## config.mk

```make
export PLATFORM = sky130hd
export DESIGN_NAME = byte_unstrip
export DESIGN_NICKNAME = d
export VERILOG_FILES = /design/src/rtl/byte_unstrip.sv
export SDC_FILE = /design/constraint.sdc
export NUM_CORES = 1
export LEC_CHECK = 0
export ABC_AREA = 1
export CELL_PAD_IN_SITES_DETAIL_PLACEMENT = 0
export CELL_PAD_IN_SITES_GLOBAL_PLACEMENT = 1
export CORE_UTILIZATION = 30
export DETAILED_ROUTE_END_ITERATION = 6
export GPL_TIMING_DRIVEN = 0
export PLACE_DENSITY = 0.69
export SETUP_SLACK_MARGIN = 0.2
export SLEW_MARGIN = 15
export SYNTH_ARGS = -nofsm -noshare
export SYNTH_HDL_FRONTEND = slang
export SYNTH_SLANG_ARGS = --single-unit
```

## constraint.sdc

```tcl
create_clock -name CLK -period 3.1 [get_ports CLK]
set_input_delay 0.62 -clock CLK [delete_from_list [all_inputs] [get_ports CLK]]
set_output_delay 0.62 -clock CLK [all_outputs]
set_load 0.005 [all_outputs]
```

## src/rtl/byte_unstrip.sv

```systemverilog
// byte_unstrip: receive-side lane de-striper. Accepts one LANES-wide word per
// handshake, replays the lanes one byte per clock (lane 0 first), checks
// packet framing, drops fill symbols and reports packet boundaries, length
// and framing errors.
module byte_unstrip #(
  parameter int LANES = 4,
  parameter int BITS  = 7,
  parameter int LEN_W = 16
) (
  input  logic                      CLK,
  input  logic                      RESET_L,
  input  logic                      IN_VALID,
  output logic                      IN_READY,
  input  logic [(BITS+1)*LANES-1:0] LANE_D,
  input  logic [LANES-1:0]          LANE_DK,
  output logic [BITS:0]             O_D,
  output logic                      O_DK,
  output logic                      O_VALID,
  output logic                      PKT_START,
  output logic                      PKT_DONE,
  output logic                      PKT_ABORT,
  output logic [LEN_W-1:0]          PKT_LEN,
  output logic                      ERR,
  output logic [2:0]                ERR_CODE
);

  localparam int BW    = BITS + 1;
  localparam int IDX_W = (LANES > 1) ? $clog2(LANES) : 1;
  localparam logic [IDX_W-1:0] LAST_LANE = IDX_W'(LANES - 1);

  localparam logic [BITS:0] SYM_STP = BW'(8'hFB);
  localparam logic [BITS:0] SYM_SDP = BW'(8'h5C);
  localparam logic [BITS:0] SYM_END = BW'(8'hFD);
  localparam logic [BITS:0] SYM_EDB = BW'(8'hFE);
  localparam logic [BITS:0] SYM_COM = BW'(8'hBC);
  localparam logic [BITS:0] SYM_SKP = BW'(8'h1C);
  localparam logic [BITS:0] SYM_IDL = BW'(8'h7C);

  typedef enum logic {S_IDLE, S_PKT} state_t;

  // Length counter increment that sticks at all-ones instead of wrapping.
  function automatic logic [LEN_W-1:0] sat_inc(input logic [LEN_W-1:0] v);
    return (&v) ? v : v + LEN_W'(1);
  endfunction

  // Serialiser state: buffered word, lane pointer, occupancy
  logic [BW*LANES-1:0] word_q;
  logic [LANES-1:0]    dk_q;
  logic [IDX_W-1:0]    idx_q;
  logic                busy_q;

  // Framing state
  state_t              state_q, state_d;
  logic [LEN_W-1:0]    len_q, len_d;

  // Registered outputs
  logic [BITS:0]       od_q, od_d;
  logic                odk_q, odk_d;
  logic                ov_q, ov_d;
  logic                st_q, st_d;
  logic                dn_q, dn_d;
  logic                ab_q, ab_d;
  logic [LEN_W-1:0]    plen_q, plen_d;
  logic                err_q, err_d;
  logic [2:0]          code_q, code_d;

  // Current slot decode
  logic [BITS:0]       cur_b;
  logic                cur_dk;
  logic                is_start, is_end, is_fill;
  logic                is_first, is_last;
  logic                in_acc;

  // Pick the byte of the lane being replayed and classify it.
  always_comb begin
    cur_b    = word_q[BW*int'(idx_q) +: BW];
    cur_dk   = dk_q[idx_q];
    is_first = (idx_q == '0);
    is_last  = (idx_q == LAST_LANE);
    is_start = cur_dk && ((cur_b == SYM_STP) || (cur_b == SYM_SDP));
    is_end   = cur_dk && ((cur_b == SYM_END) || (cur_b == SYM_EDB));
    is_fill  = cur_dk && ((cur_b == SYM_SKP) || (cur_b == SYM_IDL) || (cur_b == SYM_COM));
    // Ready while the last lane is going out keeps back-to-back words bubble-free.
    IN_READY = !busy_q || is_last;
    in_acc   = IN_VALID && IN_READY;
  end

  // Framing decision for the byte in the current slot.
  always_comb begin
    state_d = state_q;
    len_d   = len_q;
    ov_d    = 1'b0;
    st_d    = 1'b0;
    dn_d    = 1'b0;
    ab_d    = 1'b0;
    err_d   = 1'b0;
    code_d  = code_q;
    plen_d  = plen_q;
    if (busy_q) begin
      if (state_q == S_IDLE) begin
        if (is_start) begin
          if (is_first) begin
            state_d = S_PKT;
            st_d    = 1'b1;
            ov_d    = 1'b1;
            len_d   = '0;
          end else begin
            err_d  = 1'b1;
            code_d = 3'd1;
          end
        end else if (is_end) begin
          err_d  = 1'b1;
          code_d = 3'd5;
        end else if (!is_fill) begin
          err_d  = 1'b1;
          code_d = 3'd3;
        end
      end else begin
        if (is_start) begin
          // A new start inside a packet abandons the open one.
          err_d   = 1'b1;
          code_d  = 3'd4;
          state_d = S_IDLE;
          ab_d    = 1'b1;
          plen_d  = len_q;
        end else if (is_end) begin
          if (is_last) begin
            state_d = S_IDLE;
            ov_d    = 1'b1;
            plen_d  = len_q;
            if (cur_b == SYM_END) dn_d = 1'b1;
            else                  ab_d = 1'b1;
          end else begin
            err_d  = 1'b1;
            code_d = 3'd2;
          end
        end else if (is_fill) begin
          err_d  = 1'b1;
          code_d = 3'd6;
        end else begin
          ov_d  = 1'b1;
          len_d = sat_inc(len_q);
        end
      end
    end
    // Dropped slots leave the previous byte on the output.
    od_d  = ov_d ? cur_b  : od_q;
    odk_d = ov_d ? cur_dk : odk_q;
  end

  // Word buffer payload; only meaningful while busy_q is set.
  always_ff @(posedge CLK) begin
    if (in_acc) begin
      word_q <= LANE_D;
      dk_q   <= LANE_DK;
    end
  end

  // Control, framing and output registers.
  always_ff @(posedge CLK or negedge RESET_L) begin
    if (!RESET_L) begin
      idx_q   <= '0;
      busy_q  <= 1'b0;
      state_q <= S_IDLE;
      len_q   <= '0;
      od_q    <= '0;
      odk_q   <= 1'b0;
      ov_q    <= 1'b0;
      st_q    <= 1'b0;
      dn_q    <= 1'b0;
      ab_q    <= 1'b0;
      plen_q  <= '0;
      err_q   <= 1'b0;
      code_q  <= '0;
    end else begin
      if (in_acc) begin
        idx_q  <= '0;
        busy_q <= 1'b1;
      end else if (busy_q) begin
        if (is_last) busy_q <= 1'b0;
        else         idx_q  <= idx_q + IDX_W'(1);
      end
      state_q <= state_d;
      len_q   <= len_d;
      od_q    <= od_d;
      odk_q   <= odk_d;
      ov_q    <= ov_d;
      st_q    <= st_d;
      dn_q    <= dn_d;
      ab_q    <= ab_d;
      plen_q  <= plen_d;
      err_q   <= err_d;
      code_q  <= code_d;
    end
  end

  assign O_D       = od_q;
  assign O_DK      = odk_q;
  assign O_VALID   = ov_q;
  assign PKT_START = st_q;
  assign PKT_DONE  = dn_q;
  assign PKT_ABORT = ab_q;
  assign PKT_LEN   = plen_q;
  assign ERR       = err_q;
  assign ERR_CODE  = code_q;

endmodule

```

==> results of run 1 <==
per-layer routing:
metal | vias to the layer above | track usage [%] | wire length [um]
met4 | 0 | 5.49 | 156
met5 | - | 0 | 0
met2 | 87 | 20.2 | 4090
met1 | 1590 | 20.1 | 4980
li1 | 1807 | - | -
met3 | 13 | 3.78 | 499
through the flow:
stage	setup slack (ns)	total power [uW]
3_5_place_dp	0.706	3300
3_3_place_gp	-0.511	3240
4_1_cts	0.428	4410
2_1_floorplan	0.416	2720
5_1_grt	0.350	4690
6_report	0.430	4350
final cells by class:
class | instances | area [sq um] | area share, %
inverters | 23 | 86.3 | 1.52
clock inverters | 5 | 65.1 | 1.15
multi-input cells | 376 | 1780 | 31.3
clock buffers | 11 | 233 | 4.10
flip-flops and latches | 89 | 2410 | 42.4
repair buffers | 74 | 763 | 13.4
well taps | 180 | 225 | 3.96
plain buffers | 15 | 123 | 2.16
report_power, final:
group | total (uW) | leakage, uW | internal [uW] | switching [uW]
clock network | 1100 | 0.000144 | 632 | 464
logic | 1710 | 0.00139 | 611 | 1100
registers | 1540 | 0.00104 | 1440 | 102
worst max-delay path: cells and delay by family (launching register included):
family / cells / cell delay, ns
flops: 1 / 0.46
simple gates: 1 / 0.35
buf+inv: 2 / 0.61
fa+ha+maj: 1 / 0.28
registers in the layout (all words and copies together), names as in the netlist, 2 cells and up:
signal    count
word_q       32
PKT_LEN      16
len_q        16
O_D           8
dk_q          4
ERR_CODE      3
idx_q         2
path summary, 6_finish.rpt:
path	endpoint	slack [ns]	depth (start not counted)
max in group asynchronous	busy_q$_DFF_PN0_	2.29	2
hold / removal	PKT_LEN[9]$_DFFE_PN0P_	0.26	1
setup reg to reg	len_q[14]$_DFFE_PN0P_	0.68	15
setup / recovery	IN_READY	0.43	4
hold reg to reg	PKT_LEN[11]$_DFFE_PN0P_	0.47	2
min in group CLK	PKT_LEN[11]$_DFFE_PN0P_	0.47	2
cells in the final DEF (no fill, tap or decap), types with 2 or more instances in the layout:
cell             instances
nand2_1                215
clkdlybuf4s50_1         71
nand3_1                 55
dfrtp_1                 53
edfxtp_1                36
nor2_1                  33
inv_1                   21
nand2_2                 15
nand4_1                 10
clkbuf_16                9
xor2_1                   8
buf_6                    7
nor2_4                   7
clkbuf_1                 5
nand2_4                  5
nor3_1                   5
a21oi_1                  4
nand3_2                  4
xnor2_1                  4
buf_4                    3
buf_2                    3
ha_1                     3
clkinv_4                 3
inv_2                    2
nor3b_1                  2
o21ai_0                  2
cells by family (layout without fill, tap and decap cells):
family          Yosys count  in the layout  share of synthesized area, %
compound gates            7              7                         0.798
xor+xnor                 12             12                          2.40
fa+ha+maj                 3              3                         0.856
buf+inv                  38            128                          4.76
flops                    89             89                          54.9
simple gates            354            354                          36.3
==> results.toml, run 1 <==
[yosys]
synth_area_sq_um = 4390
synth_edf_count = 36
ys_top_cells_by_count = "nand2_1, nand3_1, dfrtp_1, edfxtp_1, nor2_1"
ys.flop_type = "dfrtp_1"
synth_warnings = 0
synth_top_area_cell = "dfrtp_1"
synth.most_common_cell = "nand2_1"
synth_seq_cells = 89
synthArstFlopShare_pct = 59.6
syn-num-nets = 545
synthTopCellsByArea = "dfrtp_1, edfxtp_1, nand2_1"
ys_seq_area_share_pct = 54.9
postSynthAreaPerCell_sq_um = 8.72
post_synth_inst_count = 503
synth_top_area_share_pct = 30.2
synth.distinct_cells = 27

[placement]
post-dp-hpwl_um = 7370
dpl_cell_area_sq_um = 5380
place_inst = 757
gp_congestion = 0.840
port_buffers = 72

[floorplanning]
dieArea_sq_um = 15100
die_w_um = 123
ioPinCount = 73
start_util_pct = 31.1
core_sq_um = 14100
placementRows = 43
die-height_um = 123

[sta]
setup_viol = 0
slew-limit-headroom_pct = 59.9
tightest_slew_ns = 0.600
tns_ns = 0
drv_slew = 0
rsz0062_at_grt = "false"
finalClockSkew_ns = 0.00562
finalCritPeriodShare_pct = 86.1
fmax_mhz = 375
whs_ns = 0.259
hold_viol_final = 0
min_period_ns = 2.67

[grt]
grt_pass1_vias = 3232
overflow = 0
grt_antenna_before_repair = 0
grt_max_degree = 30
grt_pass1_wl_um = 16100
groute.usage.overall_pct = 14.1

[clock_network]
cts_setup_buffers = 0
clock_sinks = 89
cts_made_buffers = 9
clock_latency_ns = 0.35
clk_path_buf_depth = 2
htreeDepth = 3
cts.clk_slew.worst_paths_ns = 0.07
cts.repair.resized = 0
holdBufCountCts = 0
cts-root-buf = "clkbuf_16"
cts_tree = "done"

[setup_path]
crit_path_max_incr_delay_ns = 0.47
crit_chain = "ha_1 > nor2_1 > inv_1 > clkdlybuf4s50_1"
worstSetupStartpoint = "idx_q[0]$_DFFE_PN0P_"
start_kind = "register"
crit_required_ns = 2.48
crit_path_end_kind = "output port"
rr_startpoint = "idx_q[1]$_DFFE_PN0P_"
crit_path_top_delay_cell = "clkdlybuf4s50_1"
cp_max_fo = 5
critPathKind = "register to output port"
worstPathArrival_ns = 2.05

[routing]
wirelength_um = 9730
post_drt_via_cell_ratio = 4.52
detail-route-antenna-nets = 0
drt_iter0_drc = 271
vias = 3497
wl_per_cell_um = 12.6
drc_errors = 0
first_pass_iters = 5

[cells_and_area]
fin_cells = 773
post_route_cells_drive_above_1_share_pct = 10.6
utilization_pct = 40.3
nets = 630
num-fill-cells = 1452
antenna_cells = 0
synthToLayoutAreaGrowth_pct = 29.5
final_cell_area_sq_um = 5680

[pwr]
powerDensity_nw_per_um2 = 765
p_leak_uw = 0.00258
max-vdd-ir-drop_mv = 0.355

[flow_run]
maxCapViolations = 0

[outcome]
status = "finished, final reports clean"

[hold_path]
min_path_type = "input pin to asynchronous set/reset pin"
Note: power is estimated with default switching activity, not from simulation.
==> inputs of run 2 (changes only) <==
ABC_AREA = 0   (was 1)
CELL_PAD_IN_SITES_DETAIL_PLACEMENT = 2   (was 0)
CELL_PAD_IN_SITES_GLOBAL_PLACEMENT = 2   (was 1)
PLACE_DENSITY = 0.75   (was 0.69)
==> run 2 against run 1 <==
- utilization up 3.2 points
- the flow now finishes with violations (negative setup slack)
- area after synthesis down 15%
- combinational power down 28%
- critical endpoint is now len_q[15]$_DFFE_PN0P_
- cell area down 7.6%
==> results.toml, run 2 <==
[sta]
layout_setup_ws_ns = -0.0677
tightest_slew_ns = 0.815
hold_viol_final = 0
drv_slew = 0
rsz0062_at_grt = "true"
min_period_ns = 3.17
finalCritPeriodShare_pct = 102
setup_viol = 3
finalClockSkew_ns = 0.0130
slew-limit-headroom_pct = 45.7
fmax_mhz = 316

[pwr]
powerDensity_nw_per_um2 = 717
max-vdd-ir-drop_mv = 0.328
p_leak_uw = 0.00209

[cells_and_area]
largest_reg_flops = 32
nets = 408
final_common_cell = "clkdlybuf4s50_1"
largest-register = "word_q"
final_cell_area_sq_um = 5250
synthToLayoutAreaGrowth_pct = 40.9
num-fill-cells = 1183
post_route_cells_drive_above_1_share_pct = 28.6
antenna_cells = 0
final_cell_mix = "clkdlybuf4s50_1, dfrtp_1, edfxtp_1"

[routing]
drt_iter0_drc = 84
post_drt_via_cell_ratio = 4.75
drc_errors = 0
detail-route-antenna-nets = 0
wirelength_um = 9190
vias = 2560
wl_per_cell_um = 17.1
first_pass_iters = 4

[grt]
overflow = 0
grt_pass1_vias = 2882
grt_pass1_wl_um = 15300
grt_antenna_before_repair = 0
groute.usage.overall_pct = 15.8
grt_max_degree = 54

[yosys]
syn-num-nets = 302
synth.most_common_cell = "dfrtp_1"
synth_seq_cells = 89
postSynthAreaPerCell_sq_um = 14.3
synth-simple-area-share_pct = 10.7
synthMuxAreaShare_pct = 14.1
post_synth_inst_count = 260
synth.distinct_cells = 42
synth-compound-area-share_pct = 6.62
synth_xor_xnor_area_share_pct = 0.705
yosys.area_share.adder_pct = 1.01
synth_warnings = 0
ys_top_cells_by_count = "dfrtp_1, edfxtp_1, mux2_2, nand2_1, o21ai_0"
synthTopCellsByArea = "dfrtp_1, edfxtp_1, mux2_2"
synth_top_area_cell = "dfrtp_1"
synthArstFlopShare_pct = 59.6
ys_seq_area_share_pct = 64.6
ys.flop_type = "dfrtp_1"
synth_top_family_by_area = "multiplexers"
synth_edf_count = 36
synth_top_area_share_pct = 35.6
synth_area_sq_um = 3730

[setup_path]
ff2ff_path_depth = 11
crit_required_ns = 3.38
rr_startpoint = "idx_q[0]$_DFFE_PN0P_"
worstSetupStartpoint = "idx_q[0]$_DFFE_PN0P_"
cp_max_fo = 7
endpoint = "len_q[15]$_DFFE_PN0P_"
start_kind = "register"
crit_path_end_kind = "register"
critPathKind = "register to register"
r2r_slack_ns = -0.07
r2r_end = "len_q[15]$_DFFE_PN0P_"
worstPathArrival_ns = 3.45

[floorplanning]
start_util_pct = 30.9
placementRows = 40
die_w_um = 113
die-height_um = 113
core_sq_um = 12100
dieArea_sq_um = 12900
ioPinCount = 73

[flow_run]
maxCapViolations = 0

[clock_network]
clock_latency_ns = 0.35
holdBufCountCts = 0
cts_made_buffers = 9
cts_tree = "done"
clk_path_buf_depth = 2
htreeDepth = 3
cts.clk_slew.worst_paths_ns = 0.07
cts-root-buf = "clkbuf_16"
clock_sinks = 89

[placement]
port_buffers = 72
post-dp-hpwl_um = 6210
pre_cts_ws_ns = -0.377
dpl_cell_area_sq_um = 4660
gp_congestion = 0.711

[hold_path]
min_path_type = "input pin to asynchronous set/reset pin"

[outcome]
status = "finished, violations left"
violations = "negative setup slack"
==> run 2: cell families after synthesis <==
kind of cell | after synthesis
and+or+nand+nor | 71
AOI/OAI and AO/OA | 39
buffers and inverters | 17
adders and majority gates | 3
muxes | 38
xor gates and xnor gates | 3
DFF | 89
==> run 2: worst min path at each step <==
stage	depth (start not counted)	end	slack, ns	from
final	1	O_D[6]$_DFFE_PN0P_	0.32	RESET_L
after global routing	1	PKT_LEN[10]$_DFFE_PN0P_	0.37	RESET_L
after CTS	1	PKT_LEN[11]$_DFFE_PN0P_	0.34	RESET_L
after detailed placement	1	PKT_LEN[15]$_DFFE_PN0P_	0.49	PKT_LEN[15]$_DFFE_PN0P_
after global placement	1	PKT_LEN[12]$_DFFE_PN0P_	0.49	PKT_LEN[12]$_DFFE_PN0P_
after floorplan	0	ERR$_DFF_PN0_	0.32	RESET_L
==> run 2: final cells by class <==
| type | instances | area, sq um | area share [%] |
|---|---|---|---|
| well taps | 168 | 210 | 4.00 |
| flip-flops and latches | 89 | 2410 | 45.9 |
| multi-input cells | 155 | 1370 | 26.1 |
| repair buffers | 94 | 883 | 16.8 |
| inverters | 8 | 35.0 | 0.667 |
| clock buffers | 11 | 233 | 4.43 |
| plain buffers | 9 | 78.8 | 1.50 |
| clock inverters | 5 | 33.8 | 0.643 |
==> run 2: what timing repair did <==
| item | CTS | global route |
|---|---|---|
| resized for setup | 24 | 27 |
| pin swaps | 7 | 5 |
| setup buffers | 14 | 7 |
| endpoints found under the setup margin | 47 | 48 |
| cloned | 2 | 0 |
==> run 2: layer usage <==
metal  part of all wire, %  track usage (%)
met1                    40             17.8
met2                    53             27.6
met3                   5.8             5.79
met4                   1.4             5.26
met5                     0                0
==> run 2: report_power, final <==
part	leakage, uW	switching [uW]	internal [uW]	total (uW)
registers	0.00104	92.1	1450	1540
clock network	0.000126	454	542	997
logic	0.000923	552	676	1230
total	0.00209	1100	2670	3760
==> run 2: metrics by stage <==
| step | hold slack [ns] | std cells | utilization (%) | power [uW] | setup TNS (ns) |
|---|---|---|---|---|---|
| floorplan | 0.324 | 260 | - | 2130 | 0 |
| global placement | 0.487 | 500 | 38.7 | 2500 | -21.57 |
| global route | 0.372 | 539 | 43.5 | 3980 | -2.34 |
| finish | 0.320 | 539 | 43.5 | 3760 | -0.122 |
| CTS | 0.341 | 532 | 42.5 | 3740 | -0.512 |
| detailed placement | 0.493 | 500 | 38.6 | 2570 | -8.32 |
==> run 2: worst max-delay path: stages (launching register included) <==
cell and delay [ns]:
dfrtp_1 0.38, buf_8 0.14, mux4_2 0.55, or3b_4 0.41, o32a_1 0.18, or2_4 0.26, or3_4 0.35, clkinv_4 0.07
a31oi_4 0.05, buf_6 0.17, or4_1 0.47, nand2_1 0.08
